[src/rtl/serial_rx_pkg.sv]
// serial_rx_pkg: shared state encoding and shift-direction constants for serial_word_receiver.
`default_nettype none

package serial_rx_pkg;

  typedef enum logic [0:0] {
    ST_IDLE  = 1'b0,
    ST_SHIFT = 1'b1
  } rx_state_e;

  localparam logic DIR_TOWARD0  = 1'b0;
  localparam logic DIR_TOWARD_N = 1'b1;

endpackage

`default_nettype wire

[src/rtl/serial_word_receiver_if.sv]
// serial_word_receiver_if: serial bit input, word output buffer handshake and status flags.
`default_nettype none

interface serial_word_receiver_if #(
  parameter int WIDTH = 4
);
  logic             SerIn;
  logic             SerValid;
  logic             Start;
  logic             Dir;
  logic [0:WIDTH-1] Q;
  logic             QValid;
  logic             QReady;
  logic             Busy;
  logic             FrameErr;
  logic             Overrun;
  logic             ClearOvr;

  modport master (
    output SerIn, SerValid, Start, Dir, QReady, ClearOvr,
    input  Q, QValid, Busy, FrameErr, Overrun
  );

  modport slave (
    input  SerIn, SerValid, Start, Dir, QReady, ClearOvr,
    output Q, QValid, Busy, FrameErr, Overrun
  );
endinterface

`default_nettype wire

[src/rtl/rx_shift_reg.sv]
// rx_shift_reg: WIDTH-bit bidirectional shift register with synchronous clear.
`default_nettype none

module rx_shift_reg
  import serial_rx_pkg::*;
#(
  parameter int WIDTH = 4
) (
  input  wire logic             Clock,
  input  wire logic             Resetn,
  input  wire logic             en,
  input  wire logic             clr,
  input  wire logic             dir,
  input  wire logic             din,
  output logic      [0:WIDTH-1] word
);

  logic [0:WIDTH-1] word_q;
  logic [0:WIDTH-1] word_d;
  logic [0:WIDTH-1] base;

  always_comb begin
    base   = clr ? '0 : word_q;
    word_d = base;
    if (en) begin
      if (dir == DIR_TOWARD_N) begin
        word_d = {din, base[0:WIDTH-2]};
      end else begin
        word_d = {base[1:WIDTH-1], din};
      end
    end
  end

  always_ff @(posedge Clock or negedge Resetn) begin
    if (!Resetn) begin
      word_q <= '0;
    end else begin
      word_q <= word_d;
    end
  end

  // Exposes the value including this cycle's bit so a finished frame is captured on its last edge.
  assign word = word_d;

endmodule

`default_nettype wire

[src/rtl/serial_word_receiver.sv]
// serial_word_receiver: frames Start-qualified serial bits into WIDTH-bit words and
// presents them through a single-entry valid/ready output buffer.
`default_nettype none

module serial_word_receiver
  import serial_rx_pkg::*;
#(
  parameter int WIDTH = 4
) (
  input  wire logic               Clock,
  input  wire logic               Resetn,
  serial_word_receiver_if.slave   bus
);

  localparam int               CW       = $clog2(WIDTH + 1);
  localparam logic [CW-1:0]    CNT_ONE  = CW'(1);
  localparam logic [CW-1:0]    LAST_IDX = CW'(WIDTH - 1);

  rx_state_e        state_q, state_d;
  logic [CW-1:0]    cnt_q, cnt_d;
  logic             dir_q, dir_d;
  logic             ferr_q, ferr_d;
  logic [0:WIDTH-1] q_q, q_d;
  logic             qv_q, qv_d;
  logic             ovr_q, ovr_d;

  logic             sr_en;
  logic             sr_clr;
  logic             sr_dir;
  logic             frame_done;
  logic [0:WIDTH-1] sr_word;

  rx_shift_reg #(
    .WIDTH (WIDTH)
  ) u_shift (
    .Clock  (Clock),
    .Resetn (Resetn),
    .en     (sr_en),
    .clr    (sr_clr),
    .dir    (sr_dir),
    .din    (bus.SerIn),
    .word   (sr_word)
  );

  // Framing FSM; a Start always restarts, including on what would have been the last bit.
  always_comb begin
    state_d    = state_q;
    cnt_d      = cnt_q;
    dir_d      = dir_q;
    ferr_d     = 1'b0;
    sr_en      = 1'b0;
    sr_clr     = 1'b0;
    sr_dir     = dir_q;
    frame_done = 1'b0;
    if (bus.SerValid) begin
      if (bus.Start) begin
        sr_en   = 1'b1;
        sr_clr  = 1'b1;
        sr_dir  = bus.Dir;
        dir_d   = bus.Dir;
        cnt_d   = CNT_ONE;
        state_d = ST_SHIFT;
        ferr_d  = (state_q == ST_SHIFT);
      end else if (state_q == ST_SHIFT) begin
        sr_en = 1'b1;
        if (cnt_q == LAST_IDX) begin
          frame_done = 1'b1;
          cnt_d      = '0;
          state_d    = ST_IDLE;
        end else begin
          cnt_d = cnt_q + CNT_ONE;
        end
      end
    end
  end

  // Output buffer: a completed word is accepted if the slot is free or drained at the same edge.
  always_comb begin
    q_d   = q_q;
    qv_d  = qv_q;
    ovr_d = ovr_q;
    if (bus.ClearOvr) begin
      ovr_d = 1'b0;
    end
    if (frame_done) begin
      if (!qv_q || bus.QReady) begin
        q_d  = sr_word;
        qv_d = 1'b1;
      end else begin
        ovr_d = 1'b1;
      end
    end else if (qv_q && bus.QReady) begin
      qv_d = 1'b0;
    end
  end

  always_ff @(posedge Clock or negedge Resetn) begin
    if (!Resetn) begin
      state_q <= ST_IDLE;
      cnt_q   <= '0;
      dir_q   <= DIR_TOWARD0;
      ferr_q  <= 1'b0;
      q_q     <= '0;
      qv_q    <= 1'b0;
      ovr_q   <= 1'b0;
    end else begin
      state_q <= state_d;
      cnt_q   <= cnt_d;
      dir_q   <= dir_d;
      ferr_q  <= ferr_d;
      q_q     <= q_d;
      qv_q    <= qv_d;
      ovr_q   <= ovr_d;
    end
  end

  assign bus.Q        = q_q;
  assign bus.QValid   = qv_q;
  assign bus.Busy     = (state_q == ST_SHIFT);
  assign bus.FrameErr = ferr_q;
  assign bus.Overrun  = ovr_q;

endmodule

`default_nettype wire

[src/flat_wrapper.sv]
// flat-port wrapper written by rule: the top's interface ports become plain ports
module serial_word_receiver_flat import serial_rx_pkg::*;
#(
  parameter int WIDTH = 4
)
  (Clock, Resetn, bus_SerIn, bus_SerValid, bus_Start, bus_Dir, bus_QReady, bus_ClearOvr, bus_Q, bus_QValid, bus_Busy, bus_FrameErr, bus_Overrun);
  serial_word_receiver_if #(.WIDTH(WIDTH)) bus_i ();
  input  wire logic Clock;
  input  wire logic Resetn;
  input wire logic [$bits(bus_i.SerIn)-1:0] bus_SerIn;
  input wire logic [$bits(bus_i.SerValid)-1:0] bus_SerValid;
  input wire logic [$bits(bus_i.Start)-1:0] bus_Start;
  input wire logic [$bits(bus_i.Dir)-1:0] bus_Dir;
  input wire logic [$bits(bus_i.QReady)-1:0] bus_QReady;
  input wire logic [$bits(bus_i.ClearOvr)-1:0] bus_ClearOvr;
  output wire logic [$bits(bus_i.Q)-1:0] bus_Q;
  output wire logic [$bits(bus_i.QValid)-1:0] bus_QValid;
  output wire logic [$bits(bus_i.Busy)-1:0] bus_Busy;
  output wire logic [$bits(bus_i.FrameErr)-1:0] bus_FrameErr;
  output wire logic [$bits(bus_i.Overrun)-1:0] bus_Overrun;
  assign bus_i.SerIn = bus_SerIn;
  assign bus_i.SerValid = bus_SerValid;
  assign bus_i.Start = bus_Start;
  assign bus_i.Dir = bus_Dir;
  assign bus_i.QReady = bus_QReady;
  assign bus_i.ClearOvr = bus_ClearOvr;
  assign bus_Q = bus_i.Q;
  assign bus_QValid = bus_i.QValid;
  assign bus_Busy = bus_i.Busy;
  assign bus_FrameErr = bus_i.FrameErr;
  assign bus_Overrun = bus_i.Overrun;
  serial_word_receiver #(.WIDTH(WIDTH)) u_core (.Clock(Clock), .Resetn(Resetn), .bus(bus_i));
endmodule
[config.mk]
export PLATFORM = sky130hd
export DESIGN_NAME = serial_word_receiver_flat
export DESIGN_NICKNAME = d
export VERILOG_FILES = /design/src/rtl/serial_rx_pkg.sv /design/src/rtl/serial_word_receiver_if.sv /design/src/rtl/rx_shift_reg.sv /design/src/rtl/serial_word_receiver.sv /design/src/flat_wrapper.sv
export SDC_FILE = /design/constraint.sdc
export NUM_CORES = 1
export LEC_CHECK = 0
export BUFFER_PORTS_ARGS = -buffer_cell sky130_fd_sc_hd__buf_2
export CORE_MARGIN = 2
export CORE_UTILIZATION = 50
export CTS_BUF_LIST = sky130_fd_sc_hd__clkbuf_8
export DETAILED_ROUTE_END_ITERATION = 6
export PLACE_DENSITY = 0.74
export SETUP_SLACK_MARGIN = 0.1
export SLEW_MARGIN = 10
export SYNTH_ARGS = -nofsm -noshare
export SYNTH_HDL_FRONTEND = slang
export SYNTH_SLANG_ARGS = --single-unit
[constraint.sdc]
create_clock -name Clock -period 2.1 [get_ports Clock]
set_input_delay 0.42 -clock Clock [delete_from_list [all_inputs] [get_ports Clock]]
set_output_delay 0.42 -clock Clock [all_outputs]
set_load 0.005 [all_outputs]
# --- After elaboration in Yosys (flattened, before gate mapping) ---
# Cells that the tools add are included.
word_totals:
  ff_bits: 16
  input_bits: 8
  out_inout_bits: 8
  word_cells: 47
op_classes:
  addsub: 1
  eq_ne: 2
  muxes: 28
  reduce_logical: 8
op_table:
  columns: ["cell", "n"]
  rows:
  - ["2-to-1 mux 1 bit", 22]
  - ["2-to-1 mux 4 bit", 3]
  - ["2-to-1 mux 3 bit", 3]
  - ["AND reduction 2 bit", 3]
  - ["nonzero test 2 bit", 2]
  - ["adder 3 x 1 -> 3 bit, second input constant", 1]
  - ["equality test 3 x 2 -> 1 bit, second input constant", 1]
  - ["inequality test 2 bit, second input constant", 1]
  - ["logical AND 1 bit", 1]
  - ["logical NOT 1 bit", 1]
  - ["logical OR 1 bit", 1]

# --- Logic depth before layout (Yosys ltp) ---
# Gate-level depths: netlist of the first run.
logic_depth:
  depth_word: 7
  ltp_mapped: 4
  mapped_depth_nobuf: 4

# --- By module ---
# A second synthesis of the first run with hierarchy kept.
hier_totals:
  hier_cells: 61
  hier_area_um2: 735.7
by_module_without_submodules:
  columns: ["module", "n_inst", "cells_each", "area_each_um2", "seq_area_each_um2"]
  rows:
  - ["serial_word_receiver", 1, 42, 525.5, 300.3]
  - ["rx_shift_reg", 1, 19, 210.2, 100.1]

# --- Worst setup path after synthesis of the first run ---
# No wires, ideal clock.
synth_path:
  path_kind: "flip-flop to flip-flop"
  start: "register u_core.cnt_q[0]"
  end: "register u_core.q_q (netlist bit u_core.bus.Q[1])"
  setup_ns: 0.125
  t_arrival_ns: 1.339
  t_required_ns: 1.975
  slack_ns: 0.636
  path_stages_with_launch: 5
  n_path_buf: 0
  synth_period_minus_slack_ns: 1.464
  cell_sequence: "dfrtp_1 > ha_1 > nor2b_1 > and3_4 > mux2_4"
synth_via:
  elab_chain_cells: 6
synth_lines:
  columns: ["item", "line", "source"]
  rows:
  - ["start, declared", "serial_word_receiver.sv:20", "logic [CW-1:0] cnt_q, cnt_d;"]
  - ["start signal, assigned", "serial_word_receiver.sv:108", "cnt_q <= cnt_d;"]
  - ["equality test 3 x 2 -> 1 bit", "serial_word_receiver.sv:66", "if (cnt_q == LAST_IDX) begin"]
  - ["2-to-1 mux 1 bit", "serial_word_receiver.sv:66", null]
  - ["2-to-1 mux 1 bit", "serial_word_receiver.sv:64", "end else if (state_q == ST_SHIFT) begin"]
  - ["2-to-1 mux 1 bit", "serial_word_receiver.sv:56", "if (bus.Start) begin"]
  - ["2-to-1 mux 1 bit", "serial_word_receiver.sv:55", "if (bus.SerValid) begin"]
  - ["AND reduction 2 bit (no source line)", null, null]
  - ["end signal, assigned", "serial_word_receiver.sv:111", "q_q <= q_d;"]
  - ["end, declared", "serial_word_receiver.sv:23", "logic [0:WIDTH-1] q_q, q_d;"]
# No other way between the ends.
# A chain may end at the register's enable or synchronous reset.

# --- Worst setup path after layout of the first run ---
layout_path:
  start: "register u_core.cnt_q[0]"
  end: "register u_core.q_q (netlist bit u_core.bus.Q[2])"
# Same word-level chain as after synthesis.

==> results of run 1 <==
==> worst paths after layout <==
path                                  from            endpoint  depth (start not counted)
max in group asynchronous           Resetn     u_core.bus.Q[3]                          1
hold reg to reg            u_core.cnt_q[1]     u_core.cnt_q[1]                          2
setup reg to reg           u_core.cnt_q[0]     u_core.bus.Q[2]                          4
setup / recovery           u_core.cnt_q[0]     u_core.bus.Q[2]                          4
hold / removal                      Resetn     u_core.cnt_q[2]                          1
min in group Clock            bus_ClearOvr  u_core.bus.Overrun                          2
==> logic make-up (layout without fill, tap and decap cells) <==
logic type      Yosys count  after routing  share of synthesized area, %
fa+ha+maj                 1              1                          1.68
buf+inv                   6             23                          3.36
flops                    16             16                          53.8
compound gates           21             21                          19.5
simple gates             19             19                          14.3
mux                       4              4                          7.39
==> Yosys cell counts (all sizes together), types with 2 or more instances <==
cell type and count:
o21ai 3, inv 4, mux2 3, a31oi 6
buf 2, nor2b 3, dfrtp 16, nand2b 2
a22o 2, nand2 8, and3 2, a21oi 3
==> power by group through the flow <==
| stage | sequential, mW | clock (mW) | combinational, mW |
|---|---|---|---|
| floorplan | 0.452 | 0 | 0.206 |
| global placement | 0.467 | 0 | 0.281 |
| detailed placement | 0.473 | 0 | 0.289 |
| CTS | 0.468 | 0.271 | 0.292 |
| global route | 0.482 | 0.287 | 0.328 |
| finish | 0.472 | 0.267 | 0.289 |
==> metal layers <==
| layer | vias up | GRT usage, % | wire (um) |
|---|---|---|---|
| met5 | - | 0 | 0 |
| met4 | 0 | 7.50 | 14 |
| met3 | 2 | 3.88 | 76 |
| met2 | 16 | 32.3 | 722 |
| met1 | 280 | 24.7 | 669 |
| li1 | 278 | - | - |
==> worst max-delay path, stage by stage, from the launching register on <==
cell and delay, ns:
dfrtp_1 0.37, ha_1 0.17, nor2b_1 0.39, and3_4 0.29, mux2_4 0.30
==> placed cells by master (no fill, tap or decap) <==
| cell | n |
|---|---|
| dfrtp_1 | 16 |
| buf_2 | 15 |
| nand2_1 | 8 |
| a31oi_1 | 6 |
| inv_1 | 4 |
| clkbuf_8 | 4 |
| a21oi_1 | 3 |
| mux2_4 | 3 |
| nor2b_1 | 3 |
| o21ai_0 | 2 |
| a22o_1 | 2 |
| nand2b_1 | 2 |
| and2_1 | 1 |
| nand3_1 | 1 |
| mux2i_1 | 1 |
| a311oi_2 | 1 |
| o21ai_1 | 1 |
| and3b_2 | 1 |
| o211ai_1 | 1 |
| o22ai_1 | 1 |
| and3_1 | 1 |
| nand4_1 | 1 |
| o21a_1 | 1 |
| o41ai_1 | 1 |
| a21o_1 | 1 |
| and3_4 | 1 |
| a21boi_0 | 1 |
| ha_1 | 1 |
==> area by class of cell <==
type,count,area [um^2]
Fill cell,106,467
Sequential cell,16,400
Multi-Input combinational cell,45,319
Timing Repair Buffer,15,75.1
Clock buffer,4,55.1
Tap cell,15,18.8
Inverter,4,15.0
==> through the flow <==
step / instances / hold slack, ns / power (mW)
global placement: 95 / 0.342 / 0.748
floorplan: 67 / 0.124 / 0.657
detailed placement: 95 / 0.350 / 0.762
CTS: 99 / 0.0839 / 1.03
global route: 99 / 0.103 / 1.10
finish: 99 / 0.0740 / 1.03
==> state kept, by name, summed over array words and instances, names as in the netlist <==
register               count
u_core.bus.Q               4
u_core.cnt_q               3
u_core.bus.FrameErr        1
u_core.bus.Busy            1
u_core.u_shift.word_q      4
u_core.dir_q               1
u_core.bus.QValid          1
u_core.bus.Overrun         1
==> impl_metrics.sql, run 1 <==
INSERT INTO impl_metrics (metric_group, metric, value, unit) VALUES
('clock_tree', 'tritoncts_clock_tree', 'done', ''),
('logic_synthesis', 'number_of_flops_mapped_to_enable_cells_by_yosys', '0', ''),
('sta', 'timing.max_slew.rel_slack', '69.5', '%'),
('logic_synthesis', 'synth.cell_area', '744', 'um^2'),
('clock_tree', 'clock_path_buffers', '2', ''),
('clock_tree', 'h-tree-depth', '1', ''),
('sta', 'timing.fmax', '0.612', 'GHz'),
('sta', 'setup_repair_after_global_routing_missed_its_margin', 'false', ''),
('route', 'post_drt_via_cell_ratio', '5.82', ''),
('sta', 'layout_min_cycle_time', '1.63', 'ns'),
('die', 'dieArea', '0.00181', 'mm^2'),
('sta', 'hold_violations', '0', ''),
('placed_design', 'post_dp_cell_area', '828', 'um^2'),
('clock_tree', 'post_cts.repair.setup_buffers', '0', ''),
('pwr', 'seq_power_share', '45.9', '%'),
('die', 'num_rows', '13', ''),
('logic_synthesis', 'synthesized_area_per_cell', '11.1', 'um^2'),
('sta', 'fin_setup_tns', '0', 'ns'),
('run_status', 'status', 'finished clean', ''),
('route', 'postRouteWirelength', '1480', 'um'),
('global_route', 'grt_first_pass_wirelength', '2590', 'um'),
('clock_tree', 'tritoncts.num_buffers', '3', ''),
('sta', 'timing.clock.skew', '0.00158', 'ns'),
('logic_synthesis', 'library_cells_used_by_synthesis', '27', ''),
('sta', 'slew_violations', '0', ''),
('logic_synthesis', 'async_flop_share', '100', '%'),
('global_route', 'grt.overflow.total', '0', ''),
('finish', 'num_antenna_cells', '0', ''),
('worst_setup_path', 'endpoint_kind', 'flip-flop', ''),
('die', 'chipWidth', '42.6', 'um'),
('die', 'initial_core_util', '55.1', '%'),
('clock_tree', 'clk_latency', '0.24', 'ns'),
('logic_synthesis', 'synthesis.nets', '76', ''),
('run', 'drv_cap', '0', ''),
('logic_synthesis', 'synth.largest_area_cell', 'dfrtp_1', ''),
('worst_setup_path', 'cp_data_required_time', '2.23', 'ns'),
('pwr', 'standby_leakage_power', '0.431', 'nW'),
('sta', 'setup_viol_count_final', '0', ''),
('global_route', 'globalRouteTotalUtil', '19.4', '%'),
('clock_tree', 'clock_transition_at_the_registers_of_the_reported_paths', '0.06', 'ns'),
('clock_tree', 'clockRootBuffer', 'clkbuf_8', ''),
('clock_tree', 'ctsHoldBuffers', '0', ''),
('placed_design', 'dp_hpwl', '1060', 'um'),
('finish', 'areaGrowthSynthToFinish', '18.7', '%'),
('clock_tree', 'cts.sinks', '16', ''),
('logic_synthesis', 'syn_inst', '67', ''),
('pwr', 'power_frac_comb', '28.2', '%'),
('route', 'postRouteAntennaNets', '0', ''),
('worst_setup_path', 'worstPathMaxFanout', '7', ''),
('worst_setup_path', 'r2r_setup_slack', '0.47', 'ns'),
('worst_hold_path', 'hp-class', 'in -> async', ''),
('sta', 'final_min_period_over_clock_period', '77.8', '%'),
('die', 'top_level_ports', '16', ''),
('pwr', 'intPower', '0.714', 'mW'),
('route', 'vias', '576', ''),
('logic_synthesis', 'top_area_cell_type_share_of_the_netlist_area', '53.8', '%'),
('pwr', 'peakVddDrop', '0.000621', 'V'),
('logic_synthesis', 'synth.yosys.seq_area_share', '53.8', '%'),
('worst_setup_path', 'arr_time_crit_path', '1.76', 'ns'),
('global_route', 'antenna_violations_before_repair', '0', ''),
('finish', 'final_layout_size_suffix_gt1_share', '29.8', '%'),
('clock_tree', 'post_cts_resize_count', '0', ''),
('sta', 'setup_ws', '0.466', 'ns'),
('logic_synthesis', 'cell_types_with_the_largest_area_share_after_synthesis', 'dfrtp_1 54%, mux2_4 6.1%, a31oi_1 5.0%', ''),
('global_route', 'grt_max_degree', '17', ''),
('placed_design', 'placement.io_buffers', '15', ''),
('worst_setup_path', 'worstSetupPathType', 'reg -> reg', ''),
('pwr', 'switching_share', '30.5', '%'),
('logic_synthesis', 'yosys_register_bits', '16', ''),
('global_route', 'number_of_global_route_vias_before_repair', '582', ''),
('worst_setup_path', 'critical_path.startpoint_type', 'flip-flop', '');
Note: power is estimated with default switching activity, not from simulation.
==> run 2: changes to the inputs <==
- ABC_AREA: not set -> 1
- CORE_UTILIZATION: 50 -> 49
- PLACE_DENSITY: 0.74 -> 0.76
- clock period: 2.1 -> 1.3 ns (I/O delays scaled with it)
==> impl_metrics.sql, run 2 <==
INSERT INTO impl_metrics (metric_group, metric, value, unit) VALUES
('sta', 'setup_repair_after_global_routing_missed_its_margin', 'true', ''),
('sta', 'setup_viol_count_final', '0', ''),
('placed_design', 'post-place-cells', '124', ''),
('worst_setup_path', 'worstSetupPathType', 'reg -> reg', ''),
('clock_tree', 'clockRootBuffer', 'clkbuf_8', ''),
('placed_design', 'post_dp_cell_area', '862', 'um^2'),
('clock_tree', 'cts.sinks', '16', ''),
('sta', 'timing.max_slew.rel_slack', '76.5', '%'),
('finish', 'layout.cells.most_common', 'nand2_1', ''),
('finish', 'areaGrowthSynthToFinish', '28.0', '%'),
('logic_synthesis', 'synthesis.nets', '101', ''),
('clock_tree', 'h-tree-depth', '1', ''),
('sta', 'layout_min_cycle_time', '1.22', 'ns'),
('logic_synthesis', 'library_cells_used_by_synthesis', '18', ''),
('clock_tree', 'clock_path_buffers', '2', ''),
('sta', 'finalHoldWorstSlack', '0.201', 'ns'),
('finish', 'fin_nets', '128', ''),
('clock_tree', 'clk_latency', '0.25', 'ns'),
('sta', 'final_min_period_over_clock_period', '94.0', '%'),
('route', 'postRouteWirelength', '1570', 'um'),
('worst_setup_path', 'endpoint_kind', 'flip-flop', ''),
('worst_setup_path', 'arr_time_crit_path', '1.37', 'ns'),
('logic_synthesis', 'synth.cell_area', '759', 'um^2'),
('sta', 'timing.fmax', '0.819', 'GHz'),
('logic_synthesis', 'syn_inst', '92', ''),
('logic_synthesis', 'number_of_flops_mapped_to_enable_cells_by_yosys', '0', ''),
('finish', 'final_cell_area', '972', 'um^2'),
('die', 'dieArea', '0.00188', 'mm^2'),
('logic_synthesis', 'synth_ff_type', 'dfrtp_1', ''),
('die', 'initial_core_util', '51.6', '%'),
('global_route', 'number_of_global_route_vias_before_repair', '609', ''),
('global_route', 'grt.overflow.total', '0', ''),
('run', 'drv_cap', '0', ''),
('global_route', 'globalRouteTotalUtil', '19.9', '%'),
('pwr', 'peakVddDrop', '0.00102', 'V'),
('logic_synthesis', 'synthesized_area_per_cell', '8.26', 'um^2'),
('logic_synthesis', 'ys_top_cells_by_count', '32 x nand2_1, 16 x dfrtp_1, 13 x inv_1', ''),
('logic_synthesis', 'yosys_register_bits', '16', ''),
('worst_setup_path', 'timing.critical_path.slowest_stage_cell', 'dfrtp_1', ''),
('sta', 'tightestPinTransition', '0.352', 'ns'),
('logic_synthesis', 'cell_types_with_the_largest_area_share_after_synthesis', 'dfrtp_1 53%, nand2_1 16%, inv_1 6.4%', ''),
('die', 'dieHeight', '43.4', 'um'),
('die', 'num_rows', '14', ''),
('clock_tree', 'tritoncts.num_buffers', '3', ''),
('route', 'routed_wire_length_per_instance', '11.7', 'um'),
('finish', 'final_layout_size_suffix_gt1_share', '31.4', '%'),
('die', 'chipWidth', '43.4', 'um'),
('logic_synthesis', 'async_flop_share', '100', '%'),
('finish', 'post_layout_instance_count_excluding_filler_cells', '134', ''),
('logic_synthesis', 'top_area_cell_type_share_of_the_netlist_area', '52.7', '%'),
('worst_setup_path', 'cp_data_required_time', '1.45', 'ns'),
('logic_synthesis', 'yosys_warnings', '0', ''),
('route', 'post_drt_via_cell_ratio', '4.87', ''),
('route', 'dr.pass1.iters', '4', ''),
('sta', 'timing.clock.skew', '0.00321', 'ns'),
('route', 'dr.first_iter.drc_count', '6', ''),
('clock_tree', 'tritoncts_clock_tree', 'done', ''),
('worst_setup_path', 'crit_path_max_incr_delay', '0.37', 'ns'),
('finish', 'num_antenna_cells', '0', ''),
('clock_tree', 'clock_transition_at_the_registers_of_the_reported_paths', '0.06', 'ns'),
('worst_setup_path', 'worstPathMaxFanout', '5', ''),
('pwr', 'standby_leakage_power', '0.550', 'nW'),
('worst_hold_path', 'hp-class', 'in -> reg', ''),
('pwr', 'p_per_area', '1740', 'mW/mm^2'),
('route', 'drcViolationCount', '0', ''),
('route', 'vias', '652', ''),
('worst_setup_path', 'critical_path.startpoint_type', 'flip-flop', ''),
('die', 'core_region_area', '0.00147', 'mm^2'),
('worst_setup_path', 'crit_path_cell_trace', 'ha_2 > inv_2 > nor2_4 > nand3_4 > nor2_4 > inv_2 > nand2_1 > nand2_1', ''),
('die', 'top_level_ports', '16', ''),
('placed_design', 'placement.io_buffers', '15', ''),
('sta', 'hold_violations', '0', ''),
('placed_design', 'globalplace.congestion', '0.740', ''),
('finish', 'most_used_cells_in_the_layout_excluding_fill_and_tap_cells', '30 x nand2_1, 16 x dfrtp_1, 15 x buf_2', ''),
('placed_design', 'dp_hpwl', '1120', 'um'),
('finish', 'final.fill_count', '118', ''),
('logic_synthesis', 'synth.largest_area_cell', 'dfrtp_1', ''),
('logic_synthesis', 'most_frequently_used_cell_type_in_the_post_synthesis_netlist', 'nand2_1', ''),
('logic_synthesis', 'synth.yosys.seq_area_share', '52.7', '%'),
('route', 'postRouteAntennaNets', '0', ''),
('global_route', 'grt_max_degree', '17', ''),
('run_status', 'status', 'finished clean', ''),
('global_route', 'grt_first_pass_wirelength', '2680', 'um'),
('sta', 'slew_violations', '0', ''),
('global_route', 'antenna_violations_before_repair', '0', '');
==> run 2: cell count changes in the layout (fill, tap and decap cells not counted), sizes merged, moves of 5 or more <==
cell,change
buf,+6
a31oi,-5
nand3,+6
inv,+12
nor2,+7
nand2,+26
==> run 2: kinds of logic after synthesis <==
family	synth area share, %
and+or+nand+nor	30.8
buffers and inverters	7.91
DFF	52.7
adders and majority gates	1.65
AOI/OAI and AO/OA	6.92
==> run 2: routing by layer <==
metal | part of all wire [%] | vias up | track usage (%)
met5 | 0 | - | 0
met4 | 2.7 | 0 | 12.7
met3 | 3.4 | 5 | 3.75
met2 | 49 | 16 | 31.6
met1 | 45 | 297 | 24.8
li1 | - | 334 | -
==> run 2: where the power goes <==
group	total, mW	switching [mW]	internal (mW)
Clock	0.441	0.172	0.269
Sequential	0.722	0.0862	0.636
Combinational	0.529	0.282	0.247
Total	1.69	0.540	1.15
==> run 2: path summary, 6_finish.rpt <==
kind,startpoint,to,slack [ns],cells past startpoint
worst max-delay path,u_core.cnt_q[1],u_core.bus.Q[2],0.08,8
worst min-delay path,bus_ClearOvr,u_core.bus.Overrun,0.20,2
worst max register to register,u_core.cnt_q[1],u_core.bus.Q[2],0.08,8
worst min register to register,u_core.bus.Q[2],u_core.bus.Q[2],0.47,2
max in group asynchronous,Resetn,u_core.cnt_q[0],0.60,2
min in group asynchronous,Resetn,u_core.u_shift.word_q[0],0.44,2
==> run 2: final cells by class <==
| cell class | instances | area (um^2) | area share, % |
|---|---|---|---|
| Multi-Input combinational cell | 60 | 307 | 31.5 |
| Timing Repair Buffer | 22 | 130 | 13.4 |
| Inverter | 16 | 60.1 | 6.18 |
| Sequential cell | 16 | 400 | 41.2 |
| Clock buffer | 4 | 55.1 | 5.66 |
| Tap cell | 16 | 20.0 | 2.06 |
==> run 2: through the flow <==
step / worst slack (ns) / TNS, ns / power [mW] / util, %
2_1_floorplan: 0.146 / 0 / 1.00 / -
3_3_place_gp: 0.0792 / 0 / 1.16 / 58.6
3_5_place_dp: 0.0365 / 0 / 1.17 / 58.6
4_1_cts: 0.0579 / 0 / 1.68 / 65.2
5_1_grt: -0.000119 / -0.000119 / 1.80 / 66.1
6_report: 0.0785 / 0 / 1.69 / 66.1
==> run 2: timing repair <==
item,CTS,global route
endpoints found under the hold margin,16,0
pin swaps,6,4
endpoints found under the setup margin,4,7
resized for setup,2,3
setup buffers,4,1
hold buffers,1,0
==> run 2: worst max-delay path, delay by kind of cell, from the launching register on <==
kind | cells | cell delay [ns]
adders and majority gates | 1 | 0.20
buffers and inverters | 2 | 0.11
DFF | 1 | 0.37
and+or+nand+nor | 5 | 0.43
